[config.mk]
export PLATFORM = sky130hd
export DESIGN_NAME = dc_fu_dma_mc_addr_gen
export DESIGN_NICKNAME = d
export VERILOG_FILES = /design/src/rtl/dc_fu_dma_mc_addr_gen.sv
export SDC_FILE = /design/constraint.sdc
export NUM_CORES = 1
export LEC_CHECK = 0
export CAP_MARGIN = 10
export CORE_ASPECT_RATIO = 1.1
export CORE_MARGIN = 2
export CORE_UTILIZATION = 45
export CTS_CLUSTER_DIAMETER = 60
export DETAILED_ROUTE_END_ITERATION = 12
export GPL_TIMING_DRIVEN = 0
export PLACE_DENSITY_LB_ADDON = 0.3
export SLEW_MARGIN = 20
export SYNTH_ARGS = -nofsm -noshare
export SYNTH_HDL_FRONTEND = slang
export SYNTH_SLANG_ARGS = --single-unit
export TNS_END_PERCENT = 5
[constraint.sdc]
create_clock -name clk -period 2.89 [get_ports clk]
set_input_delay 0.578 -clock clk [delete_from_list [all_inputs] [get_ports clk]]
set_output_delay 0.578 -clock clk [all_outputs]
set_load 0.05 [all_outputs]
[src/rtl/dc_fu_dma_mc_addr_gen.sv]
// Multi-channel round-robin AXI read-address generator, one outstanding request.
// Define DC_FU_DMA_4K_SPLIT_EN to keep every burst inside one 4 KB page.
module dc_fu_dma_mc_addr_gen #(
  parameter int NUM_CH                 = 2,
  parameter int FETCH_WORD_COUNT_WIDTH = 16,
  parameter int AXI_ARADDR_WIDTH       = 32,
  parameter int MAX_BURST_LEN          = 4,
  parameter int READ_DATA_SIZE         = 1,
  localparam int ID_W                  = (NUM_CH > 1) ? $clog2(NUM_CH) : 1
) (
  input  logic                                     clk,
  input  logic                                     rst,
  input  logic                                     en,
  input  logic [NUM_CH-1:0]                        start_fetch,
  input  logic [NUM_CH*FETCH_WORD_COUNT_WIDTH-1:0] fetch_word_count,
  input  logic [NUM_CH*AXI_ARADDR_WIDTH-1:0]       base_addr,
  output logic                                     axi_arvalid,
  input  logic                                     axi_arready,
  output logic [AXI_ARADDR_WIDTH-1:0]              axi_araddr,
  output logic [7:0]                               axi_arlen,
  output logic [ID_W-1:0]                          axi_arid,
  output logic [NUM_CH-1:0]                        ch_busy,
  output logic [NUM_CH-1:0]                        ch_done
);

  localparam int FW = FETCH_WORD_COUNT_WIDTH;
  localparam int AW = AXI_ARADDR_WIDTH;
  localparam int CW = (FW > 13) ? FW : 13;
  localparam logic [CW-1:0] MAX_BEATS  = CW'(1) << MAX_BURST_LEN;
  localparam logic [AW-1:0] ALIGN_MASK = ~((AW'(1) << READ_DATA_SIZE) - AW'(1));

  typedef enum logic {AR_IDLE, AR_VALID} ar_state_e;

  ar_state_e         ar_state_q, ar_state_d;
  logic [NUM_CH-1:0] ch_active_q, ch_done_q;
  logic [FW-1:0]     rem_q  [NUM_CH];
  logic [AW-1:0]     addr_q [NUM_CH];
  logic [ID_W-1:0]   rr_ptr_q, rr_ptr_next, gnt_id, cand;
  logic              gnt_found;
  logic [CW-1:0]     gnt_beats;
  logic [AW-1:0]     araddr_q;
  logic [7:0]        arlen_q;
  logic [ID_W-1:0]   arid_q;
  logic              hs;
  logic [8:0]        hs_beats;
  logic [AW-1:0]     hs_incr;
  logic [FW-1:0]     hs_dec;

  // Round-robin search beginning one past the previous grant.
  always_comb begin
    // NOTE: every comb output gets a default first so no path leaves it unassigned (no latch).
    gnt_found = 1'b0;
    gnt_id    = '0;
    cand      = '0;
    for (int k = 0; k < NUM_CH; k++) begin
      cand = ID_W'((int'(rr_ptr_q) + k) % NUM_CH);
      if (!gnt_found && ch_active_q[cand]) begin
        gnt_found = 1'b1;
        gnt_id    = cand;
      end
    end
    rr_ptr_next = ID_W'((int'(gnt_id) + 1) % NUM_CH);
  end

`ifdef DC_FU_DMA_4K_SPLIT_EN
  logic [CW-1:0] lim_4k;
  assign lim_4k = CW'((13'h1000 - {1'b0, addr_q[gnt_id][11:0]}) >> READ_DATA_SIZE);
`endif

  always_comb begin
    gnt_beats = CW'(rem_q[gnt_id]);
    if (gnt_beats > MAX_BEATS) gnt_beats = MAX_BEATS;
`ifdef DC_FU_DMA_4K_SPLIT_EN
    if (gnt_beats > lim_4k) gnt_beats = lim_4k;
`endif
  end

  assign hs       = (ar_state_q == AR_VALID) && axi_arready;
  assign hs_beats = {1'b0, arlen_q} + 9'd1;
  assign hs_incr  = AW'(hs_beats) << READ_DATA_SIZE;
  assign hs_dec   = FW'(hs_beats);

  // Request FSM: state register, next state, outputs.
  always_ff @(posedge clk) begin
    // NOTE: sequential state uses non-blocking assignments so all flops update together.
    if (rst) ar_state_q <= AR_IDLE;
    else     ar_state_q <= ar_state_d;
  end

  always_comb begin
    ar_state_d = ar_state_q;
    case (ar_state_q)
      AR_IDLE:  if (en && gnt_found) ar_state_d = AR_VALID;
      AR_VALID: if (axi_arready)     ar_state_d = AR_IDLE;
      default:                       ar_state_d = AR_IDLE;
    endcase
  end

  always_comb begin
    axi_arvalid = (ar_state_q == AR_VALID);
  end

  // Request fields are captured at grant and held until the handshake.
  always_ff @(posedge clk) begin
    if (rst) begin
      araddr_q <= '0;
      arlen_q  <= '0;
      arid_q   <= '0;
      rr_ptr_q <= '0;
    end else if (ar_state_q == AR_IDLE && en && gnt_found) begin
      araddr_q <= addr_q[gnt_id];
      arlen_q  <= 8'(gnt_beats - CW'(1));
      arid_q   <= gnt_id;
      rr_ptr_q <= rr_ptr_next;
    end
  end

  // Per-channel bookkeeping; a handshake and a start on different channels coexist.
  always_ff @(posedge clk) begin
    if (rst) begin
      ch_active_q <= '0;
      ch_done_q   <= '0;
      // NOTE: these small flop arrays are cleared on reset; they are registers, not RAM.
      for (int i = 0; i < NUM_CH; i++) begin
        rem_q[i]  <= '0;
        addr_q[i] <= '0;
      end
    end else begin
      ch_done_q <= '0;
      for (int i = 0; i < NUM_CH; i++) begin
        if (hs && arid_q == ID_W'(i)) begin
          addr_q[i] <= addr_q[i] + hs_incr;
          rem_q[i]  <= rem_q[i] - hs_dec;
          if (rem_q[i] == hs_dec) begin
            ch_active_q[i] <= 1'b0;
            ch_done_q[i]   <= 1'b1;
          end
        end else if (en && start_fetch[i] && !ch_active_q[i]) begin
          if (fetch_word_count[i*FW +: FW] == '0) begin
            ch_done_q[i] <= 1'b1;
          end else begin
            rem_q[i]       <= fetch_word_count[i*FW +: FW];
            addr_q[i]      <= base_addr[i*AW +: AW] & ALIGN_MASK;
            ch_active_q[i] <= 1'b1;
          end
        end
      end
    end
  end

  assign axi_araddr = araddr_q;
  assign axi_arlen  = arlen_q;
  assign axi_arid   = arid_q;
  assign ch_busy    = ch_active_q;
  assign ch_done    = ch_done_q;

endmodule

==> results of run 1 <==
==> synthesized netlist by cell type (all sizes together) (7+ instances only) <==
cell,n
nand2,191
edfxtp,94
o21ai,87
nor2,80
xnor2,47
dfxtp,46
clkbuf,39
ha,38
xor2,38
a311oi,30
nand3,30
a211oi,27
a21oi,27
nor3,21
o31ai,20
inv,19
nor4,13
nand4,12
a21o,11
buf,11
o21a,9
o211ai,8
nand2b,7
==> worst register-to-register path: cells and delay by family, from the launching register on <==
| family | cells | cell delay [ns] |
|---|---|---|
| AO/OA/AOI/OAI | 4 | 0.61 |
| XOR/XNOR | 2 | 0.24 |
| adder cells (fa/ha/maj) | 1 | 0.27 |
| buffers and inverters | 3 | 0.49 |
| flip-flops | 1 | 0.39 |
| AND/OR/NAND/NOR | 4 | 0.57 |
==> cell families after synthesis <==
| logic type | count (synthesis) | share of synthesized area |
|---|---|---|
| buf+inv | 69 | 0.03660 |
| fa+ha+maj | 42 | 0.06180 |
| compound gates | 254 | 0.1942 |
| simple gates | 399 | 0.2040 |
| mux | 3 | 0.003758 |
| other cells | 1 | 0.0004171 |
| xor+xnor | 85 | 0.08281 |
| flops | 140 | 0.4164 |
==> registers in the layout, summed over array words and instances (netlist names) <==
| name | flops |
|---|---|
| addr_q | 62 |
| axi_arlen | 8 |
| ch_done | 2 |
| axi_araddr | 31 |
| axi_arid | 1 |
| axi_arvalid | 1 |
| ch_busy | 2 |
| rem_q | 32 |
| rr_ptr_q | 1 |
==> power groups by stage <==
stage / clock, mW / sequential (mW) / combinational (mW)
5_1_grt: 2.31 / 2.52 / 1.55
3_3_place_gp: 0 / 2.53 / 1.32
2_1_floorplan: 0 / 2.63 / 0.736
6_report: 2.25 / 2.50 / 1.43
4_1_cts: 2.24 / 2.49 / 1.39
3_5_place_dp: 0 / 2.53 / 1.34
==> routing by layer <==
metal | vias up | share of wire | GRT usage
met5 | - | 0 | 0
met4 | 0 | 0.032 | 0.1029
met3 | 69 | 0.061 | 0.04400
met2 | 318 | 0.49 | 0.4459
met1 | 4069 | 0.42 | 0.3387
li1 | 4025 | - | -
==> how the worst max path moves through the flow <==
stage	endpoint	slack (ns)	cells past startpoint	from
after floorplan	rem_q[0][12]$_SDFFCE_PP0P_	-0.36	12	axi_arlen[4]$_SDFFE_PP0P_
after detailed placement	addr_q[0][22]$_SDFFCE_PP0P_	-0.93	6	axi_arready
after global routing	rem_q[1][14]$_DFFE_PP_	-0.09	11	axi_arlen[1]$_SDFFE_PP0P_
after global placement	addr_q[1][30]$_DFFE_PP_	-1.46	5	fetch_word_count[18]
after CTS	addr_q[0][31]$_SDFFCE_PP0P_	0.007	12	axi_arlen[1]$_SDFFE_PP0P_
final	addr_q[1][28]$_DFFE_PP_	0.07	14	axi_arlen[0]$_SDFFE_PP0P_
==> final cells by class <==
| class | instances | area (um^2) | share of cell area |
|---|---|---|---|
| clock buffers | 20 | 489.2 | 0.04099 |
| clock inverters | 12 | 108.9 | 0.009121 |
| flip-flops and latches | 140 | 3759 | 0.3150 |
| well taps | 252 | 315.3 | 0.02642 |
| plain buffers | 49 | 270.3 | 0.02265 |
| inverters | 19 | 71.32 | 0.005976 |
| repair buffers | 158 | 1564 | 0.1311 |
| multi-input cells | 786 | 5356 | 0.4488 |
==> through the flow <==
stage	cells	utilization	hold slack (ns)
final	1436	0.6049	0.4943
after global routing	1436	0.6049	0.5244
after CTS	1432	0.5951	0.4949
after detailed placement	1391	0.5462	0.4869
after global placement	1388	0.5443	0.4853
after floorplan	993	-	0.4706
==> repair_timing <==
action                     in CTS  in global routing
pin swaps                       6                 11
resized for setup              57                 42
hold buffers                    0                  0
gates cloned                    3                  0
setup buffers                   7                  4
setup endpoints to repair     116                 69
==> PnR_summary.wiki, run 1 <==
{| class="wikitable"
! Metric !! Value
|-
| Cell chosen for the clock root || clkbuf_16
|-
| Cell type with the largest total area after synthesis || edfxtp_1
|-
| Initial antenna violation count || 0
|-
| Hold/Removal Path Class || reg2reg
|-
| Die width || 138.8 um
|-
| Ant diodes || 0
|-
| Routability Congestion || 0.8990
|-
| Standard-cell rows || 54
|-
| Avg Cell Area, Syn || 9.053 um^2
|-
| Average wire length per cell after detail routing || 20.12 um
|-
| Worst-skew pair later-pin latency || 0.43 ns
|-
| Setup crit end kind || flop
|-
| Final hold violations || 0
|-
| Sequential power share || 0.405
|-
| Biggest area contributors in the synthesized netlist || edfxtp_1 31%, dfxtp_1 10%, nand2_1 8.0%
|-
| Highest cell delay on the worst timing path || 0.39 ns
|-
| Sum of internal, switching and leakage power || 6.173 mW
|-
| Initial DRC Count || 677
|-
| Die area || 21130 um^2
|-
| Prevailing post-synth register cell || edfxtp_1
|-
| Critical path class || reg2reg
|-
| DRC violations left || 0
|-
| Comb power frac || 0.231
|-
| Clock share of power || 0.364
|-
| Hold worst-path end || rr_ptr_q$_SDFFE_PP0P_
|-
| Actual slew at the worst max-slew pin || 0.7199 ns
|-
| Data arrival time of the critical path || 2.99 ns
|-
| Worst slack at placement || -0.9300 ns
|-
| Register area share after synthesis || 0.4164
|-
| Number of setup violations in the final report || 0
|-
| Flip-flop and latch count after synthesis || 140
|-
| Result of the run || complete, no violations
|-
| Reg2reg end || addr_q[1][28]$_DFFE_PP_
|-
| Area of the mapped netlist || 8990 um^2
|-
| Startpoint Class || flop
|-
| Top library cells by usage in the layout, fill and taps aside || 191 x nand2_1, 143 x clkdlybuf4s50_1, 94 x edfxtp_1
|-
| Worst reg-to-reg path cell count || 14
|-
| Cell with the most instances on the worst path || buf_4
|-
| Cell-by-cell listing of the critical path || and3_4, nand3_4, nor2_4, xor2_2, buf_4, buf_4, ha_4, o211ai_1, nor2_1, o21ai_2, buf_6, a2111oi_4, xnor2_1, o21ai_0
|-
| Reg2reg start || axi_arlen[0]$_SDFFE_PP0P_
|-
| Max Freq || 0.3542 GHz
|-
| Fraction of final layout cells sized beyond drive strength 1 || 0.1250
|-
| # fillers || 1718
|-
| Number of CTS-inserted buffers || 17
|-
| Start point of the worst min-delay path || rr_ptr_q$_SDFFE_PP0P_
|-
| Post-detailed-placement half-perimeter wirelength || 21000 um
|-
| Kind of cell adding the most delay to the critical path || compound AO/OA/AOI/OAI gates
|-
| Gate Count Post-Synth || 993
|-
| Net switching power || 1.934 mW
|-
| Critical path buffer and inverter count || 3
|-
| Number of clock sinks || 140
|-
| EDFF count, synth || 94
|-
| Worst clock skew || 0.01127 ns
|-
| Cell Int Power || 4.239 mW
|-
| First-pass GRT wire length || 44040 um
|-
| Via count of the routed design || 8481
|-
| P&R area growth vs syn || 32.75%
|-
| Period minus WS final || 2.824 ns
|-
| Overall overflow remaining after global route || 0
|-
| IO Count || 148
|-
| Netlist cell types || 73
|-
| Worst VDD drop || 0.4418 mV
|-
| Maximum fanout count along the critical path || 5
|-
| Maximum buffer depth of the clock tree || 2
|-
| Most frequent standard cell in the layout excluding fill and tap cells || nand2_1
|-
| Quantity of I/O buffers inserted on ports || 143
|-
| Ratio of routed vias to standard cells || 5.906
|-
| Slowest cell on the critical path || dfxtp_4
|-
| Count of nets left with antenna violations after detail routing || 0
|-
| Portion of the clock cycle consumed by the worst path in the final layout || 0.9770
|-
| TritonCTS clock tree || built
|-
| Initial Util || 0.4557
|-
| Min-Delay Path Depth || 2
|-
| Placeable core region || 19730 um^2
|-
| Smallest setup slack after layout || 0.06635 ns
|-
| Total routing resource utilization after global routing || 0.2637
|-
| Yosys synthesis warning count || 0
|-
| Post-Layout Inst Area || 11930 um^2
|-
| Post-synth top area share || 0.3140
|-
| Vias in the first global route || 8383
|-
| Deepest level of the CTS H-tree || 4
|-
| Share of synthesized registers carrying an async set or reset || 0
|-
| Slew Viols, Final || 0
|-
| Max Cap Viol || 0
|-
| Pin count of the biggest net entering global routing || 25
|-
| Total power divided by cell area || 517.3 nW/um^2
|-
| Slew headroom || 0.5200
|-
| Wirelength, routed || 28890 um
|-
| Placed cell area || 10780 um^2
|-
| Setup repair after global routing missed its margin || true
|-
| Number of nets in the synthesized netlist || 1137
|-
| Vertical extent of the die || 152.2 um
|-
| Data required time at the worst endpoint || 3.06 ns
|-
| Final layout net count || 1315
|-
| Accumulated negative setup slack || 0 ns
|-
| Total iterations of the first detailed-routing run || 6
|-
| Flop2flop setup slack || 0.07 ns
|-
| Switch share || 0.3133
|-
| Leakage power || 4.102 nW
|-
| Clock Pin Slew Worst Setup and Hold Paths || 0.06 ns
|}
Note: power is estimated with default switching activity, not from simulation.
==> inputs of run 2 (changes only) <==
--- a/config.mk
+++ b/config.mk
@@ -6,7 +6,6 @@
 export NUM_CORES = 1
 export LEC_CHECK = 0
 export CAP_MARGIN = 10
-export CORE_ASPECT_RATIO = 1.1
 export CORE_MARGIN = 2
 export CORE_UTILIZATION = 45
 export CTS_CLUSTER_DIAMETER = 60
==> PnR_summary.wiki, run 2 (synthesis gave the netlist of run 1 again) <==
{| class="wikitable"
! Metric !! Value
|-
| Result of the run || finished, violations left
|-
| Slew Viols, Final || 0
|-
| Wirelength, routed || 28860 um
|-
| Worst-skew pair later-pin latency || 0.43 ns
|-
| Period minus WS final || 2.954 ns
|-
| Via count of the routed design || 8547
|-
| Placed cell area || 10790 um^2
|-
| Die area || 21120 um^2
|-
| Initial DRC Count || 747
|-
| Slew headroom || 0.5605
|-
| First-pass GRT wire length || 43490 um
|-
| Post-detailed-placement half-perimeter wirelength || 21040 um
|-
| Cell-by-cell listing of the critical path || buf_4, ha_4, nand3_4, nor2_4, xor2_2, buf_6, ha_2, and3_4, a31oi_4, buf_6, a211oi_1, xnor2_1, o21ai_0
|-
| Count of nets left with antenna violations after detail routing || 0
|-
| Maximum fanout count along the critical path || 7
|-
| Data required time at the worst endpoint || 3.05 ns
|-
| Actual slew at the worst max-slew pin || 0.6592 ns
|-
| Cell chosen for the clock root || clkbuf_16
|-
| Setup repair after global routing missed its margin || true
|-
| DRC violations left || 0
|-
| P&R area growth vs syn || 32.00%
|-
| Initial Util || 0.4604
|-
| Average wire length per cell after detail routing || 19.86 um
|-
| Startpoint Class || flop
|-
| Highest cell delay on the worst timing path || 0.38 ns
|-
| Maximum buffer depth of the clock tree || 2
|-
| Worst clock skew || 0.01157 ns
|-
| Portion of the clock cycle consumed by the worst path in the final layout || 1.022
|-
| Vertical extent of the die || 145.3 um
|-
| Quantity of I/O buffers inserted on ports || 143
|-
| Critical path class || reg2reg
|-
| Top library cells by usage in the layout, fill and taps aside || 191 x nand2_1, 143 x clkdlybuf4s50_1, 94 x edfxtp_1
|-
| Vias in the first global route || 8114
|-
| Number of setup violations in the final report || 13
|-
| Flop2flop setup slack || -0.06 ns
|-
| Sum of internal, switching and leakage power || 6.039 mW
|-
| Pin count of the biggest net entering global routing || 25
|-
| Flip-flop count of the largest register after layout || 62
|-
| Leakage power || 4.077 nW
|-
| Post-Layout Inst Area || 11870 um^2
|-
| Routability Congestion || 0.9032
|-
| TritonCTS clock tree || built
|-
| Number of CTS-inserted buffers || 17
|-
| Slowest cell on the critical path || dfxtp_4
|-
| Max Cap Viol || 0
|-
| Total power divided by cell area || 508.9 nW/um^2
|-
| Setup crit end kind || flop
|-
| Placeable core region || 19530 um^2
|-
| Number of clock sinks || 140
|-
| Die width || 145.3 um
|-
| Clock Pin Slew Worst Setup and Hold Paths || 0.06 ns
|-
| Fraction of final layout cells sized beyond drive strength 1 || 0.1195
|-
| Deepest level of the CTS H-tree || 4
|-
| Total routing resource utilization after global routing || 0.2619
|-
| Initial antenna violation count || 0
|-
| Ratio of routed vias to standard cells || 5.882
|-
| Most frequent standard cell in the layout excluding fill and tap cells || nand2_1
|-
| Total iterations of the first detailed-routing run || 5
|-
| Data arrival time of the critical path || 3.11 ns
|-
| Final hold violations || 0
|-
| Hold/Removal Path Class || reg2reg
|-
| Overall overflow remaining after global route || 0
|-
| Cell with the most instances on the worst path || buf_6
|-
| Register bank with the most flops || addr_q
|-
| Standard-cell rows || 51
|-
| Worst slack at placement || -0.9421 ns
|-
| Max Freq || 0.3385 GHz
|-
| Smallest setup slack after layout || -0.06387 ns
|-
| Final layout net count || 1319
|-
| Ant diodes || 0
|-
| Worst hold-check slack || 0.5004 ns
|-
| Worst VDD drop || 0.3965 mV
|-
| IO Count || 148
|-
| Violated checks || negative setup slack
|}
run 2: per-stage QoR:
step           setup TNS (ns)  utilization  instances
2_1_floorplan          -9.262            -        993
3_3_place_gp          -148.23       0.5508       1401
3_5_place_dp           -83.66       0.5527       1404
4_1_cts                -3.520       0.5927       1442
5_1_grt                -5.273       0.6077       1453
6_report              -0.4793       0.6077       1453
run 2: path summary, 6_finish.rpt:
check	from	to	cells after the start
max reg2reg	axi_arlen[0]$_SDFFE_PP0P_	addr_q[0][28]$_SDFFCE_PP0P_	13
min reg2reg	axi_araddr[25]$_SDFFE_PP0P_	axi_araddr[25]$_SDFFE_PP0P_	2
max	axi_arlen[0]$_SDFFE_PP0P_	addr_q[0][28]$_SDFFCE_PP0P_	13
min	axi_araddr[25]$_SDFFE_PP0P_	axi_araddr[25]$_SDFFE_PP0P_	2
run 2: metal layers:
metal	track usage	part of all wire	vias to the layer above
li1	-	-	4019
met1	0.3339	0.42	4087
met2	0.4405	0.48	365
met3	0.05893	0.071	76
met4	0.09020	0.032	0
met5	0	0	-
run 2: worst max-delay path, delay by kind of cell, from the launching register on:
kind,cells,cell delay (ns)
compound gates,3,0.48
xor+xnor,2,0.26
simple gates,3,0.57
fa+ha+maj,2,0.53
flops,1,0.38
buf+inv,3,0.46
run 2: layout make-up:
| cell class | count | area (um^2) |
|---|---|---|
| inverter | 19 | 71.32 |
| clock buffer | 23 | 447.9 |
| tap | 265 | 331.6 |
| buffer | 49 | 270.3 |
| timing repair buffer | 162 | 1600 |
| clock inverter | 9 | 96.34 |
| fill | 1726 | 7660 |
| multi-input combinational | 786 | 5291 |
| sequential | 140 | 3757 |
run 2: repair_timing:
| action | 4_1_cts | 5_1_grt |
|---|---|---|
| hold buffers | 0 | 0 |
| buffers inserted | 6 | 9 |
| gates cloned | 1 | 2 |
| endpoints found under the setup margin | 117 | 121 |
| gates resized for setup | 43 | 52 |
| pin swaps | 7 | 11 |
run 2: where the power goes:
part,switching (mW),internal (mW)
clock,0.850,1.26
sequential,0.180,2.32
combinational,0.826,0.602
